==> src/rtl/fib_seq_checker_sat_counter.sv <==
// Saturating up-counter: sticks at all-ones instead of wrapping.
//   clock : posedge clock
//   i_clr : synchronous clear, wins over i_inc
//   i_inc : count one event
//   o_cnt : current count
module fib_sat_counter #(
  parameter int W = 8
) (
  input  logic         clock,
  input  logic         i_clr,
  input  logic         i_inc,
  output logic [W-1:0] o_cnt
);

  logic [W-1:0] r_cnt;

  always_ff @(posedge clock) begin
    if (i_clr)
      r_cnt <= '0;
    else if (i_inc && (r_cnt != {W{1'b1}}))
      r_cnt <= r_cnt + 1'b1;
  end

  assign o_cnt = r_cnt;

endmodule

==> config.mk <==
export PLATFORM = sky130hd
export DESIGN_NAME = fib_sat_counter
export DESIGN_NICKNAME = d
export VERILOG_FILES = /design/src/rtl/fib_seq_checker_sat_counter.sv
export SDC_FILE = /design/constraint.sdc
export NUM_CORES = 1
export LEC_CHECK = 0
export ABC_AREA = 1
export CAP_MARGIN = 25
export CORE_AREA = 2 2 39 41
export CTS_CLUSTER_SIZE = 14
export DETAILED_ROUTE_END_ITERATION = 10
export DIE_AREA = 0 0 41 43
export DONT_BUFFER_PORTS = 1
export SLEW_MARGIN = 20
export SYNTH_ARGS = -nofsm -noshare
export SYNTH_HDL_FRONTEND = slang
export SYNTH_SLANG_ARGS = --single-unit
==> constraint.sdc <==
create_clock -name clock -period 1.6 [get_ports clock]
set_clock_uncertainty 0.15 [all_clocks]
set_input_delay 0.32 -clock clock [delete_from_list [all_inputs] [get_ports clock]]
set_output_delay 0.32 -clock clock [all_outputs]
set_load 0.005 [all_outputs]
==> impl_metrics.ini, run 1 <==
[worst_setup_path]
cp_data_required_time_ps = 1600
r2r_cells = 6
rr_startpoint = o_cnt[1]
crit_path_start_kind = flop
startpoint = o_cnt[1]
r2r_end = o_cnt[3]
arrival_ps = 1430
rrSetupSlack_ps = 170
cp_max_fo = 11
crit_chain = ha_1, nand3_2, inv_2, nand2_2, a21oi_1, nor2_1
worstSetupPathType = reg2reg
cpPeakStageDelay_ps = 420
end_kind = flop
crit_path_top_delay_cell = dfxtp_1
crit_path_end = o_cnt[3]

[yosys]
ys_warn_count = 0
synthTopCellsByArea = dfxtp_1 (33%), nand2_1 (16%), nor2_1 (12%)
ys_types = 15
ys_seq_area_share_pct = 33.07
synth_area_leader_cell = dfxtp_1
synth.most_common_cell = nand2_1
netlist_area_um2 = 484.2
synth_ff_type = dfxtp_1
syn_nets = 81
ys_ff_latch = 8
yosys-top-cells-count = nand2_1 (20), nor2_1 (15), inv_1 (9)
async_flop_share_pct = 0
synth_edf_count = 0
syn_inst = 77
synth_top_area_share_pct = 33.07
syn_avg_cell_area_um2 = 6.288

[cts]
clockBufferDepth = 2
cts_max_level = 1
cts-root-buf = clkbuf_4
postCtsHoldBufs = 0
path_clk_slew_ps = 50
clock-sinks = 8
clk_latency_ps = 250
cts_resized = 0
cts_setup_buffers = 0
cts_tree = yes
cts_buffers = 3

[sta]
fmax_mhz = 699.6
final.min_clock_period_ps = 1429
rsz0062_at_grt = false
slew_headroom_pct = 84.13
timing.final.crit_share_pct = 89.33
setup_violations = 0
finalSetupTns_ps = 0
tightest_slew_ps = 237.8
slew_violations = 0
hold_violations = 0

[grt]
grt_max_degree = 13
grt_overflow = 0
antenna_found_initial = 0
grt_use_total_pct = 13.87
grt_pass1_wl_um = 1504
grt_pass1_vias = 356

[power]
p_switching_w = 0.00009092
p_comb_share_pct = 7.0
clockPowerShare_pct = 39.7
p_per_area_mw_per_mm2 = 754.3
ir_drop_mv = 0.3459
power.leakage_nw = 0.2475
pwr-share-seq_pct = 53.3
switching_share_pct = 23.05
p_int_w = 0.0003036
power_w = 0.0003945

[layout]
diodes = 0
nets = 86
drive_above_1_share_pct = 16.25
largest_reg_flops = 8
area_growth_pct = 8.011
postLayoutCoreUtil_pct = 37.79
postLayoutCellArea_um2 = 523.0

[die]
pin_count = 11
die_h_um = 43
fp.coreArea_mm2 = 0.001384
die_x_um = 41
rows = 14
initial_utilization_pct = 34.99
die_area_mm2 = 0.001763

[placement]
port-buffer-count = 0
placed_area_um2 = 500.5
gp_congestion = 0.8168
hpwl_um = 722.1

[routing]
vias = 451
drc = 0
drt-initial-drc-count = 5
route.detailed.vias_per_inst = 4.698
wire_per_inst_um = 10.36
drtAntennaViolNets = 0
drt-pass1-iter-count = 2
drt-total-wl_um = 995

[hold_path]
hold_path_class = in2reg

[run_status]
status = complete, no violations

[run]
drv_cap = 0
critical path: cells and delay by family (launching register included):
family,cells,cell delay [ps]
AO/OA/AOI/OAI,1,170
flip-flops,1,420
adder cells (fa/ha/maj),1,230
AND/OR/NAND/NOR,3,300
buffers and inverters,1,60
area by class of cell:
class,count,area [um^2]
fill,153,860.8
timing repair buffer,2,15.01
multi-input combinational,56,264.0
inverter,11,41.29
tap,16,20.02
sequential,8,160.2
clock buffer,3,22.52
per-layer routing:
layer	GRT usage (%)	vias to the layer above	share of wire (%)	routed length, um
met5	0	-	0	0
met4	12.00	0	3.4	34
met3	7.330	5	8.0	80
met2	16.25	14	40	398
met1	17.42	183	48	481
li1	-	249	-	-
worst min-delay path by stage:
stage	start	endpoint	slack (ps)	cells past startpoint
global placement	i_inc	o_cnt[6]	320	2
detailed placement	i_inc	o_cnt[6]	330	2
finish	i_inc	o_cnt[6]	60	2
global route	i_inc	o_cnt[6]	60	2
floorplan	o_cnt[6]	o_cnt[6]	310	2
CTS	i_inc	o_cnt[6]	60	2
layout by cell type (no fill, tap or decap), types with 2 or more instances in the layout:
cell type and n:
inv_2 2, clkbuf_4 3, nand2_1 20, nand3_1 7, nor2_1 15, nand3_2 2
buf_4 2, dfxtp_1 8, nor2_2 2, inv_1 9, a21oi_1 6
metrics by stage:
| stage | worst slack [ps] | cells | hold slack [ps] |
|---|---|---|---|
| after floorplan | 246.4 | 77 | 312.0 |
| final | 170.7 | 96 | 60.85 |
| after global placement | 204.5 | 93 | 319.8 |
| after global routing | 25.02 | 96 | 60.39 |
| after detailed placement | 169.9 | 93 | 329.9 |
| after CTS | 161.2 | 96 | 56.11 |
power by group through the flow:
| stage | sequential, W | clock, W | combinational, W |
|---|---|---|---|
| after CTS | 0.000210 | 0.000164 | 0.0000279 |
| final | 0.000210 | 0.000157 | 0.0000277 |
| after detailed placement | 0.000214 | 0 | 0.0000277 |
| after floorplan | 0.000215 | 0 | 0.0000237 |
| after global placement | 0.000214 | 0 | 0.0000274 |
| after global routing | 0.000211 | 0.000177 | 0.0000321 |
logic make-up (layout without fill, tap and decap cells):
group | count (synthesis) | in the layout | synth area share [%]
AO/OA/AOI/OAI | 7 | 7 | 7.234
adder cells (fa/ha/maj) | 1 | 1 | 2.584
flip-flops | 8 | 8 | 33.07
AND/OR/NAND/NOR | 48 | 48 | 44.70
buffers and inverters | 13 | 16 | 12.40
(Power assumes the default switching activity.)
==> inputs of run 2 (changes only) <==
==> constraint.sdc (replaced) <==
create_clock -name clock -period 1.21 [get_ports clock]
set_clock_uncertainty 0.15 [all_clocks]
set_input_delay 0.242 -clock clock [delete_from_list [all_inputs] [get_ports clock]]
set_output_delay 0.242 -clock clock [all_outputs]
set_load 0.005 [all_outputs]
==> run 2 against run 1 <==
  * Clock-buffer cell count rose by 1
  * Highest routed layer unchanged
  * The flow now finishes with violations (hold timing, setup timing)
  * First-iteration DRC count rose by 80%
  * Setup slack got worse by 210 ps
  * Largest cell class unchanged
  * Via count rose by 15%
  * Core utilization rose by 17 points
  * Clock power rose by 39%
==> impl_metrics.ini, run 2 (synthesis results as in run 1) <==
[worst_setup_path]
critical_path.most_common_cell = nor2_1
cpPeakStageDelay_ps = 350
crit_path_top_delay_cell = dfxtp_4
critical_path_buf_inv_count = 1
cp_max_fo = 3
crit_chain = ha_4, nand3_4, buf_6, nor2_4, nor2_2, nor2_1, nor2_1
cp_data_required_time_ps = 1210
crit_family = flip-flops
end_kind = flop
worstSetupPathType = reg2reg
crit_path_start_kind = flop
arrival_ps = 1240

[cts]
clk_latency_ps = 250
cts_tree = yes
cts-root-buf = clkbuf_4
path_clk_slew_ps = 60
cts_setup_buffers = 0
clock-sinks = 8
cts_buffers = 3
clockBufferDepth = 2
cts_max_level = 1

[die]
die_x_um = 41
fp.coreArea_mm2 = 0.001384
die_area_mm2 = 0.001763
pin_count = 11
initial_utilization_pct = 34.99
die_h_um = 43
rows = 14

[placement]
port-buffer-count = 0
placed_area_um2 = 603.1
post-place-ws_ps = -112.2
hpwl_um = 844.3
gp_congestion = 0.7407

[grt]
grt_pass1_wl_um = 2083
grt_max_degree = 13
grt_use_total_pct = 17.10
grt_pass1_vias = 486
antenna_found_initial = 0
grt_overflow = 0

[routing]
route.detailed.vias_per_inst = 4.832
routed.top_layer = met4
drt-initial-drc-count = 9
wire_per_inst_um = 11.71
drtAntennaViolNets = 0
drt-total-wl_um = 1253
wl_met2_um = 637
wirelength_met1_um = 541
drt-pass1-iter-count = 4
wl_met3_um = 57
vias = 517
drc = 0

[sta]
slew_violations = 0
slew_headroom_pct = 84.52
holdWs_ps = -0.2081
finalSetupTns_ps = -62.89
setup_violations = 3
timing.final.crit_share_pct = 102.9
tightest_slew_ps = 231.6
final.min_clock_period_ps = 1245
fmax_mhz = 803.1
hold_violations = 1
rsz0062_at_grt = true
fin_ws_ps = -35.18

[power]
power.leakage_nw = 0.3216
p_per_area_mw_per_mm2 = 733.9
ir_drop_mv = 0.4675
power_w = 0.0005528

[layout]
drive_above_1_share_pct = 48.35
final_common_cell = nand2_1
area_growth_pct = 55.56
ff_latch_area_um2 = 177.7
diodes = 0
layout_common_cells = nand2_1 (18), nor2_1 (10), inv_1 (9), buf_4 (9), nor2_4 (5)
postLayoutCellArea_um2 = 753.2
multi_input_area_um2 = 394.1
nets = 96
fillers = 137
largest_reg_flops = 8

[run]
drv_cap = 0

[run_status]
violations = hold timing, setup timing
status = complete, but fails checks

[hold_path]
hold_path_class = in2reg
-- run 2: area by class of cell --
| cell class | count | area share (%) |
|---|---|---|
| clock buffers | 4 | 3.488 |
| inverters | 11 | 6.146 |
| multi-input cells | 57 | 52.33 |
| flip-flops and latches | 8 | 23.59 |
| well taps | 16 | 2.658 |
| repair buffers | 11 | 11.79 |
-- run 2: path summary, 6_finish.rpt --
path                  from  slack, ps  cells after the start  endpoint
setup / recovery  o_cnt[1]        -40                      7  o_cnt[5]
hold / removal       i_clr       -0.2                      3  o_cnt[2]
setup reg to reg  o_cnt[1]        -40                      7  o_cnt[5]
hold reg to reg   o_cnt[6]        420                      3  o_cnt[6]
-- run 2: stage by stage --
step | utilization, % | instances
finish | 54.43 | 107
global placement | 43.58 | 102
global route | 54.43 | 107
floorplan | - | 77
CTS | 46.84 | 106
detailed placement | 43.58 | 102
-- run 2: routing by layer --
| layer | vias up | track usage, % |
|---|---|---|
| li1 | 271 | - |
| met1 | 228 | 22.01 |
| met2 | 13 | 25.62 |
| met3 | 5 | 3.141 |
| met4 | 0 | 9.333 |
| met5 | - | 0 |
-- run 2: worst register-to-register path, delay by kind of cell, from the launching register on --
family / cells / cell delay (ps)
buffers and inverters: 1 / 130
and+or+nand+nor: 5 / 350
adders and majority gates: 1 / 160
DFF: 1 / 350
-- run 2: repair_timing --
action / in CTS / in global routing
hold endpoints to repair: 4 / 3
gates cloned: 1 / 0
endpoints found under the setup margin: 10 / 8
gates resized for setup: 7 / 23
pin swaps: 4 / 8
-- run 2: where the power goes --
part / total [W] / internal (W) / switching [W]
Combinational: 0.0000609 / 0.0000300 / 0.0000308
Clock: 0.000218 / 0.000126 / 0.0000921
Sequential: 0.000274 / 0.000266 / 0.00000771
Total: 0.000553 / 0.000422 / 0.000131
